==> config.mk <==
export PLATFORM = sky130hd
export DESIGN_NAME = uart_baud_ctrl
export DESIGN_NICKNAME = d
export VERILOG_FILES = /design/src/rtl/uart_baud_ctrl.sv
export SDC_FILE = /design/constraint.sdc
export NUM_CORES = 1
export LEC_CHECK = 0
export ABC_AREA = 1
export CORE_UTILIZATION = 30
export CTS_CLUSTER_SIZE = 10
export DETAILED_ROUTE_END_ITERATION = 10
export GPL_TIMING_DRIVEN = 0
export PLACE_DENSITY = 0.66
export SETUP_SLACK_MARGIN = 0.1
export SYNTH_ARGS = -nofsm -noshare
export SYNTH_HDL_FRONTEND = slang
export SYNTH_SLANG_ARGS = --single-unit
==> constraint.sdc <==
create_clock -name clk -period 1.4 [get_ports clk]
set_input_delay 0.14 -clock clk [delete_from_list [all_inputs] [get_ports clk]]
set_output_delay 0.14 -clock clk [all_outputs]
set_load 0.03 [all_outputs]
==> src/rtl/uart_baud_ctrl.sv <==
// uart_baud_ctrl: frame sequencer and divisor owner for the UART baud rate generator.
// Define UART_BAUD_CTRL_FALSE_START_EN to abort RX frames whose start bit samples high.
module uart_baud_ctrl #(
  parameter int               DATA_BITS  = 8,
  parameter int               STOP_BITS  = 1,
  parameter int               OVERSAMPLE = 16,
  parameter int               DIV_W      = 16,
  parameter logic [DIV_W-1:0] DEF_DIV    = 16'd325
) (
  input  logic             clk,
  input  logic             rst,
  input  logic             I_tx_req,
  output logic             O_tx_busy,
  output logic             O_tx_bit_strobe,
  output logic [3:0]       O_tx_bit_idx,
  output logic             O_tx_done,
  input  logic             I_rx_start,
  input  logic             I_rx_line,
  output logic             O_rx_busy,
  output logic             O_rx_sample,
  output logic [3:0]       O_rx_bit_idx,
  output logic             O_rx_done,
  output logic             O_rx_frame_err,
  input  logic [DIV_W-1:0] I_cfg_div,
  input  logic             I_cfg_valid,
  output logic             O_cfg_ready,
  output logic [DIV_W-1:0] O_baudrate_div,
  output logic             O_baudrate_tx_clk_en,
  output logic             O_baudrate_rx_clk_en,
  input  logic             I_baudrate_tx_clk,
  input  logic             I_baudrate_rx_clk
);

  localparam int CNT_W = $clog2(OVERSAMPLE);
  localparam logic [3:0]       LAST_IDX = 4'(DATA_BITS + STOP_BITS);
  localparam logic [3:0]       DATA_IDX = 4'(DATA_BITS);
  localparam logic [CNT_W-1:0] HALF_CNT = CNT_W'(OVERSAMPLE / 2 - 1);
  localparam logic [CNT_W-1:0] FULL_CNT = CNT_W'(OVERSAMPLE - 1);

  localparam logic [1:0] T_IDLE  = 2'd0;
  localparam logic [1:0] T_WAIT  = 2'd1;
  localparam logic [1:0] T_RUN   = 2'd2;
  localparam logic [1:0] R_IDLE  = 2'd0;
  localparam logic [1:0] R_START = 2'd1;
  localparam logic [1:0] R_DATA  = 2'd2;

  logic [1:0]       tx_state;
  logic [1:0]       rx_state;
  logic [CNT_W-1:0] rx_cnt;
  logic             rx_err;
  logic             cfg_accept;
  logic             tx_start;
  logic             tx_tick;
  logic             rx_accept;
  logic             rx_tick;
  logic [3:0]       rx_bit_nxt;
  logic             rx_stop_low;

  // Held low during reset so every output reads 0 while rst is asserted.
  assign O_cfg_ready = ~rst & (tx_state == T_IDLE) & (rx_state == R_IDLE) & ~I_rx_start;
  assign cfg_accept  = I_cfg_valid & O_cfg_ready;
  assign tx_start    = (tx_state == T_IDLE) & I_tx_req & ~cfg_accept;
  assign tx_tick     = I_baudrate_tx_clk & O_baudrate_tx_clk_en;
  assign rx_accept   = (rx_state == R_IDLE) & I_rx_start;
  assign rx_tick     = I_baudrate_rx_clk & O_baudrate_rx_clk_en;
  assign rx_bit_nxt  = O_rx_bit_idx + 4'd1;
  assign rx_stop_low = (rx_bit_nxt > DATA_IDX) & ~I_rx_line;
  assign O_tx_busy   = (tx_state != T_IDLE);
  assign O_rx_busy   = (rx_state != R_IDLE);

  // NOTE: state registers use non-blocking assignments so every flop samples pre-edge values.
  always_ff @(posedge clk or posedge rst) begin
    if (rst) begin
      O_baudrate_div <= DEF_DIV;
    end else if (cfg_accept) begin
      O_baudrate_div <= I_cfg_div;
    end
  end

  // In idle the enable follows the start request, so it falls the cycle after done.
  always_ff @(posedge clk or posedge rst) begin
    if (rst) begin
      tx_state             <= T_IDLE;
      O_baudrate_tx_clk_en <= 1'b0;
      O_tx_bit_strobe      <= 1'b0;
      O_tx_bit_idx         <= 4'd0;
      O_tx_done            <= 1'b0;
    end else begin
      O_tx_bit_strobe <= 1'b0;
      O_tx_done       <= 1'b0;
      case (tx_state)
        T_IDLE: begin
          O_baudrate_tx_clk_en <= tx_start;
          if (tx_start) tx_state <= T_WAIT;
        end
        T_WAIT: begin
          if (tx_tick) begin
            O_tx_bit_strobe <= 1'b1;
            O_tx_bit_idx    <= 4'd0;
            tx_state        <= T_RUN;
          end
        end
        T_RUN: begin
          if (tx_tick) begin
            if (O_tx_bit_idx == LAST_IDX) begin
              O_tx_done <= 1'b1;
              if (I_tx_req) begin
                O_tx_bit_strobe <= 1'b1;
                O_tx_bit_idx    <= 4'd0;
              end else begin
                tx_state <= T_IDLE;
              end
            end else begin
              O_tx_bit_strobe <= 1'b1;
              O_tx_bit_idx    <= O_tx_bit_idx + 4'd1;
            end
          end
        end
        default: begin
          tx_state             <= T_IDLE;
          O_baudrate_tx_clk_en <= 1'b0;
        end
      endcase
    end
  end

  // O_rx_bit_idx doubles as the bit counter: it holds the index of the last sample taken.
  always_ff @(posedge clk or posedge rst) begin
    if (rst) begin
      rx_state             <= R_IDLE;
      O_baudrate_rx_clk_en <= 1'b0;
      rx_cnt               <= '0;
      rx_err               <= 1'b0;
      O_rx_sample          <= 1'b0;
      O_rx_bit_idx         <= 4'd0;
      O_rx_done            <= 1'b0;
      O_rx_frame_err       <= 1'b0;
    end else begin
      O_rx_sample    <= 1'b0;
      O_rx_done      <= 1'b0;
      O_rx_frame_err <= 1'b0;
      case (rx_state)
        R_IDLE: begin
          O_baudrate_rx_clk_en <= rx_accept;
          if (rx_accept) begin
            rx_state     <= R_START;
            rx_cnt       <= '0;
            rx_err       <= 1'b0;
            O_rx_bit_idx <= 4'd0;
          end
        end
        R_START: begin
          if (rx_tick) begin
            if (rx_cnt == HALF_CNT) begin
`ifdef UART_BAUD_CTRL_FALSE_START_EN
              if (I_rx_line) begin
                rx_state             <= R_IDLE;
                O_baudrate_rx_clk_en <= 1'b0;
              end else begin
                rx_state <= R_DATA;
                rx_cnt   <= '0;
              end
`else
              rx_state <= R_DATA;
              rx_cnt   <= '0;
`endif
            end else begin
              rx_cnt <= rx_cnt + 1'b1;
            end
          end
        end
        R_DATA: begin
          if (rx_tick) begin
            if (rx_cnt == FULL_CNT) begin
              rx_cnt       <= '0;
              O_rx_sample  <= 1'b1;
              O_rx_bit_idx <= rx_bit_nxt;
              if (rx_stop_low) rx_err <= 1'b1;
              if (rx_bit_nxt == LAST_IDX) begin
                O_rx_done      <= 1'b1;
                O_rx_frame_err <= rx_err | rx_stop_low;
                rx_state       <= R_IDLE;
              end
            end else begin
              rx_cnt <= rx_cnt + 1'b1;
            end
          end
        end
        default: begin
          rx_state             <= R_IDLE;
          O_baudrate_rx_clk_en <= 1'b0;
        end
      endcase
    end
  end

endmodule

### Word level (Yosys, flattened, before mapping)

Cells that the tools add are included.

| word-level totals | value |
|---|---|
| register bits | 40 |

| cells by class | value |
|---|---|
| add/sub/neg operators | 3 |
| order comparisons | 1 |
| eq/ne operators | 21 |
| multiplexer cells | 53 |
| bitwise logic cells | 15 |
| reduce and logical (&&, ||, !) cells | 15 |

Operators by type and width:

| operator | count |
|---|---|
| $mux 4 | 11 |
| $ne 2x2->1 const B | 12 |
| $mux 1 | 22 |
| $mux 2 | 11 |
| $pmux 4 s2 | 2 |
| $add 4x1->4 const B | 3 |
| $eq 4x4->1 const B | 3 |
| $pmux 2 s3 | 2 |
| $pmux 4 s3 | 1 |
| $reduce_and 4->1 | 3 |
| $and 1x1->1 | 10 |
| $reduce_and 5->1 | 2 |
| $pmux 1 s2 | 4 |
| $reduce_bool 2->1 | 4 |
| $reduce_and 6->1 | 1 |
| $eq 2x1->1 const B | 2 |
| $eq 2x2->1 const B | 2 |
| $eq 4x3->1 const B | 1 |
| $gt 4x4->1 const B | 1 |
| $logic_not 2->1 | 2 |
| $not 1->1 | 4 |
| $reduce_or 2->1 | 2 |
| $ne 3x3->1 const B | 1 |
| $reduce_bool 3->1 | 1 |
| $or 1x1->1 | 1 |

### Logic depth before layout (Yosys ltp)

| logic depth | value |
|---|---|
| depth after elaboration | 9 |
| gate-level depth with buffers | 10 |
| gate-level depth less buffers | 10 |

### Worst setup path after synthesis

Ideal clock, no wire load.

| timing path | value |
|---|---|
| path kind | reg-to-output |
| start | register tx_state[0] |
| end | output port O_cfg_ready |
| arrival | 1.578 ns |
| data required time | 1.260 ns |
| slack | -0.318 ns |
| stages on the path, launching flop included | 5 |
| buffers on the path | 0 |
| cells stage by stage | dfrtp_1 -> inv_1 -> ha_1 -> inv_1 -> nor3_1 |

| on the way | value |
|---|---|
| longest elaborated chain between the ends | 4 |

RTL lines:

| item | RTL line | text |
|---|---|---|
| start: declaration | 47 | `logic [1:0] tx_state;` |
| start signal: assignment | 83 | `tx_state <= T_IDLE;` |
| start signal: assignment | 94 | `if (tx_start) tx_state <= T_WAIT;` |
| start signal: assignment | 100 | `tx_state <= T_RUN;` |
| $logic_not 2->1 | 60 | `assign O_cfg_ready = ~rst & (tx_state == T_IDLE) & (rx_state == R_IDLE) & ~I_rx_start;` |
| $and 1x1->1 (3 in a row) | 60 |  |
| end: declaration | 26 | `output logic O_cfg_ready,` |

No other way between the ends.

### Worst setup path after layout

Ends and elaborated chain as after synthesis.

==> impl_results.md <==
- Status: complete, but fails checks
- Failing checks: setup timing
- LEAKAGE: between 1.5 and 2 nW
- Vias in the first global route: 1858
- DR WL/cell: 12.0 um
- Max-Cap Viols: 0
- ANT cells: 0
- Root Buffer: clkbuf_8
- # DRC: 0
- Area Growth Syn to Fin: 53.6%
- Synthesized area: 2210 um2
- Worst path bufs/invs: 3
- TritonCTS clock tree: done
- Largest net degree at the start of global routing: 41
- VDD IR-drop max: 0.935 mV
- DPL Wire Length: 3540 um
- CP Data Arrival Time: 1370 ps
- Cts bufs inserted: 5
- Kind of critical path: reg2out
- Total I/O pin count: 58
- Post-Synth Simple-Gate Area: between 20% and 30%
- I/O Buffers: 57
- Nets: 380
- Main combinational cell family by area after synthesis: simple AND/OR/NAND/NOR gates
- Crit-path slowest cell: dfrtp_1
- CTS max path bufs: 2
- Top Family by Delay on Critical Path: flip-flops
- Setup tns final: -1610 ps
- # rows: 30
- Setup violators final: 30
- Critical path launch point type: register
- Most common cell after layout, fill and taps aside: nand2_1
- Unrepaired setup endpoints after global routing: yes
- Post-Synth XOR/XNOR Area: 0.396%
- Vias: 1936
- Reg clk slew, reported paths: about 80 ps
- Placer Congestion: 0.783
- Fillers: 684
- Synth unique cells: 30
- Slew at the pin closest to its max-slew limit: 717 ps
- F_max: around 660 MHz
- Hold Crit Class: in2reg
- Sequential-to-total area share from yosys stat: 45.4%
- Worst-path cell chain: inv_2, ha_4, inv_6, nor3_4, buf_6
- Mapped Nets: a little under 300
- Reg-to-reg slack, setup: -80 ps
- Final worst path period share: 108%
- All-layer global routing usage: ~14%
- Register Area: 1010 um2
- Multiplexer share of the synthesized area: 0%
- Placed Instances: 409
- Core area: 6940 um2
- Area of the die: approximately 7700 um2
- Final antenna-violating net count: 0
- Worst slew margin: roughly 52%
- Final wirelength: ~5300 um
- PD cells: between 1500 and 2000 nW/um2
- Leading cell types in the layout, fill and taps excluded: nand2_1, dfrtp_1, inv_1
- Clock Latency Late Sink: about 290 ps
- Post-synthesis compound-gate area fraction: approximately 11%
- Adder-Cell Fraction of Synth Area: 7.91%
- Tmin final: ~1500 ps
- Sink Count: 40
- Die H: 87.9 um
- Hold_buf cts: 0
- Initial Utilization: 31.9%
- Layout cells sized above 1: about two fifths
- First-pass GRT wire length: between 8000 and 9000 um
- Final worst slack: -115 ps
- Max incr delay on CP: 410 ps
- GRT overflow: 0
- H-tree levels: 2
- Nature of the critical path endpoint: primary output
- Syn_area_per_cell: 8.65 um2
- Final slew viol count: 0
- DRT iter0 DRCs: 80
- Via/cell ratio: 4.41
- Initial antenna violation count: 0
- Area occupied by multi-input gates: 1250 um2
- Hold Fails Final Rpt: 0
- #FFs+latches synth: 40
- Synth Instances: between 200 and 300
- Synth warn: 0
- CP Data Required Time: about 1300 ps
- CP max FO: 3
- DR pass1 iterations: 4
- Max Clock Skew: 7.73 ps
- Finished Layout Cells: 439
- Die Wd: 87.9 um
per-stage QoR:
stage / total power (W) / cell area [um2] / hold slack, ps / utilization (%) / setup slack (ps)
floorplan: 0.00393 / 2310 / 247 / - / 66.2
global placement: 0.00490 / 3010 / 464 / 43.3 / -907
detailed placement: 0.00496 / 3010 / 467 / 43.3 / -453
CTS: 0.00601 / 3280 / 360 / 47.2 / -93.2
global route: 0.00668 / 3400 / 363 / 49.0 / -174
finish: 0.00626 / 3400 / 361 / 49.0 / -115
path summary, 6_finish.rpt:
check                                endpoint         startpoint  cells past startpoint
min in group asynchronous           rx_cnt[3]                rst                      2
setup reg to reg           O_baudrate_div[12]        rx_state[1]                      9
max in group asynchronous     O_rx_bit_idx[1]                rst                      2
hold reg to reg             O_baudrate_div[6]  O_baudrate_div[6]                      2
hold / removal              O_baudrate_div[8]       I_cfg_div[8]                      3
setup / recovery                  O_cfg_ready        tx_state[0]                      5
state kept, by name, summed over array words and instances, names as in the netlist:
name,flops
rx_err,1
O_tx_bit_idx,4
O_tx_done,1
rx_state,2
O_baudrate_tx_clk_en,1
O_baudrate_rx_clk_en,1
tx_state,2
O_rx_bit_idx,4
O_rx_done,1
rx_cnt,4
O_baudrate_div,16
O_tx_bit_strobe,1
O_rx_sample,1
O_rx_frame_err,1
Yosys cell counts, drive strengths merged:
master / count / share of area [%]
o211ai: 1 / 0.34
dfrtp: 36 / 41
ha: 14 / 7.9
dfstp: 4 / 4.7
a21oi: 5 / 1.3
nand3: 13 / 4.2
o21bai: 1 / 0.34
buf: 4 / 2.0
o31ai: 1 / 0.34
o21ai: 25 / 8.5
o2111ai: 1 / 0.40
or2: 3 / 0.85
nand2: 80 / 14
inv: 45 / 7.6
nand3b: 3 / 1.0
nor2: 12 / 2.7
xor2: 1 / 0.40
nand4: 4 / 1.1
nor3: 3 / 1.2
cell families (layout without fill, tap and decap cells):
family                     Yosys count  after routing
buffers and inverters               49            136
adders and majority gates           14             14
AOI/OAI and AO/OA                   34             34
and+or+nand+nor                    118            118
xor gates and xnor gates             1              1
DFF                                 40             40
what timing repair did:
item / in CTS / in global routing
gates cloned: 1 / 0
pin swaps: 9 / 8
gates resized for setup: 94 / 36
setup endpoints to repair: 70 / 51
buffers inserted: 14 / 7
worst min-delay path, cell delays in order:
cell	delay, ps
clkdlybuf4s50_1	390
inv_1	60
o21ai_2	50
report_power, final:
group,switching (W),internal (W),total (W)
clock network,0.000404,0.000350,0.000754
registers,0.000272,0.00154,0.00181
logic,0.00215,0.00155,0.00370
layout make-up:
| type | count | share of cell area (%) |
|---|---|---|
| Buffer | 4 | 1.55 |
| Clock buffer | 7 | 2.24 |
| Clock inverter | 1 | 0.147 |
| Inverter | 45 | 5.30 |
| Multi-Input combinational cell | 167 | 36.7 |
| Sequential cell | 40 | 29.7 |
| Tap cell | 96 | 3.53 |
| Timing Repair Buffer | 79 | 20.8 |
metal layers:
metal / up-vias / GRT usage (%) / share of wire (%)
met5: - / 0 / 0
li1: 970 / - / -
met1: 921 / 17.2 / 44
met2: 38 / 24.7 / 50
met3: 7 / 3.02 / 4.1
met4: 0 / 4.47 / 1.4
(Power assumes the default switching activity.)
==> RTL edit: new RTL, same settings <==
Add an input register stage for `I_cfg_div`; this delays it by one clock. The other inputs are not delayed to match.
--- a/src/rtl/uart_baud_ctrl.sv
+++ b/src/rtl/uart_baud_ctrl.sv
@@ -45,4 +45,10 @@
   localparam logic [1:0] R_DATA  = 2'd2;
 
+  logic [DIV_W-1:0] I_cfg_div_q;
+
+  always_ff @(posedge clk) begin
+    I_cfg_div_q <= I_cfg_div;
+  end
+
   logic [1:0]       tx_state;
   logic [1:0]       rx_state;
@@ -74,5 +80,5 @@
       O_baudrate_div <= DEF_DIV;
     end else if (cfg_accept) begin
-      O_baudrate_div <= I_cfg_div;
+      O_baudrate_div <= I_cfg_div_q;
     end
   end
Function: changed (a bounded check fails within 4 cycles, from zero or initial values and one cycle with rst high).
==> RTL edit against the unedited design <==
  * The run still ends with setup timing left
  * Sequential power grew 27%
  * Total power is 16% higher
  * Count of clock-buffer cells in the layout down 2
  * Area after synthesis increased by 9.9%
  * Synthesized cell count grew 4.7%
  * Via count rose by 5.7%
  * Final area rose by 14%
  * Wire length rose by 9.5%
  * Setup slack lost 0.029 ns
  * Cell count is 8.0% higher
  * Sequential cell count grew 16
  * Critical endpoint is now rx_cnt[3]
  * Largest cell class is now sequential cells
  * Largest power group unchanged
==> RTL edit: results (changes against the unedited design) <==
[metrics] outcome: finished, violations left (unchanged)
[metrics] violated checks: setup timing (unchanged)
[metrics] cell types with the highest counts after synthesis: sky130_fd_sc_hd__nand2_1 (77), sky130_fd_sc_hd__inv_1 (42), sky130_fd_sc_hd__dfrtp_1 (36) (was sky130_fd_sc_hd__nand2_1 (74), sky130_fd_sc_hd__inv_1 (39), sky130_fd_sc_hd__dfrtp_1 (36))
[metrics] CP peak stage delay: 0.43 ns (was 0.41 ns)
[metrics] placed cell areas: 3240 µm² (was 3010 µm²)
[metrics] nets@finish: 409 (was 380)
[metrics] final setup vio count: 24 (was 30)
[metrics] sequential area share after synthesis: 54.5% (was 45.4%)
[metrics] total wire length after detailed routing: 5790 µm (was 5280 µm)
[metrics] via count of the routed design: 2,047 (was 1,936)
[metrics] post-layout util: 49.7% (was 49.0%)
[metrics] global-route wire length before repair: 9400 µm (was 8420 µm)
[metrics] maximum VDD drop: 0.808 mV (was 0.935 mV)
[metrics] worst endpoint data arrival time: 1.79 ns (was 1.37 ns)
[metrics] initial antenna violation count: 0 (unchanged)
[metrics] most area-consuming cells after synthesis: sky130_fd_sc_hd__dfrtp_1 (37%), sky130_fd_sc_hd__dfxtp_1 (13%), sky130_fd_sc_hd__nand2_1 (12%) (was sky130_fd_sc_hd__dfrtp_1 (41%), sky130_fd_sc_hd__nand2_1 (13%), sky130_fd_sc_hd__ha_1 (7.9%))
[metrics] largest driver fanout on the critical path: 6 (was 3)
[metrics] max_slew headroom: 41.1% (was 52.2%)
[metrics] post-synth cell types: 31 (was 30)
[metrics] met3 demand-to-capacity share in global routing: 2.65% (was 3.02%)
[metrics] DPL Wire Length: 3530 µm (was 3540 µm)
[metrics] Post-Syn Nets: 306 (was 294)
[metrics] DP Worst Slack: -0.409 ns (was -0.453 ns)
[metrics] GR Util met1: 17.4% (was 17.2%)
[metrics] # fillers: 734 (was 684)
[metrics] clock skew after layout: 0.00270 ns (was 0.00773 ns)
[metrics] insertion delay to the later sink of the worst-skew pair: 0.31 ns (was 0.29 ns)
[metrics] vias in the first global route: 1,944 (was 1,858)
[metrics] proportion of register bits with asynchronous set or reset after synthesis: 71.4% (was 100%)
[metrics] Final Worst Setup Slack: -0.144 ns (was -0.115 ns)
[metrics] final hold slack: 0.254 ns (was 0.361 ns)
[metrics] share of post-route cells with drive strength above 1: 41.1% (was 40.8%)
[RTL edit: cell families (layout without fill, tap and decap cells)]
group,after synthesis,count (layout),share of synthesized area (%)
DFF,56,56,54.5
xor gates and xnor gates,1,1,0.360
AOI/OAI and AO/OA,35,35,8.69
adders and majority gates,14,14,7.20
and+or+nand+nor,113,114,21.1
buffers and inverters,49,152,8.08
[RTL edit: metal layers]
layer / share of wire [%] / routed length (µm) / vias to the layer above
met1: 43 / 2520 / 954
li1: - / - / 1046
met2: 52 / 3000 / 39
met3: 3.3 / 192 / 8
met4: 1.3 / 74 / 0
met5: 0 / 0 / -
[RTL edit: final cells by class]
class / instances / area share (%)
buffer: 3 / 0.972
clock buffer: 5 / 1.78
clock inverter: 3 / 0.745
inverter: 46 / 4.73
multi-input combinational: 164 / 31.0
sequential: 56 / 34.5
tap: 102 / 3.30
timing repair buffer: 95 / 22.9
[RTL edit: path summary, 6_finish.rpt]
check / start / endpoint / cells after the start
max: rx_state[1] / rx_cnt[3] / 7
min: I_cfg_div[15] / I_cfg_div_q[15] / 1
max reg2reg: rx_state[1] / rx_cnt[3] / 7
min reg2reg: I_cfg_div_q[8] / O_baudrate_div[8] / 2
max in group asynchronous: rst / O_rx_bit_idx[0] / 2
min in group asynchronous: rst / rx_state[1] / 2
[RTL edit: through the flow]
stage | setup TNS [ns] | cells
global route | -3.36 | 474
finish | -1.18 | 474
detailed placement | -3.72 | 427
CTS | -0.344 | 459
floorplan | 0 | 268
global placement | -30.87 | 427
[RTL edit: report_power, final]
part           switching [µW]  internal [µW]
clock network             590            380
registers                 277           2020
logic                    2220           1770
total                    3090           4170
[RTL edit: timing repair]
action                     4_1_cts  5_1_grt
setup buffers                   20       15
gates resized for setup        122       40
pin swaps                       12       17
setup endpoints to repair       70       46
gates cloned                     4        0
hold endpoints to repair         0        0
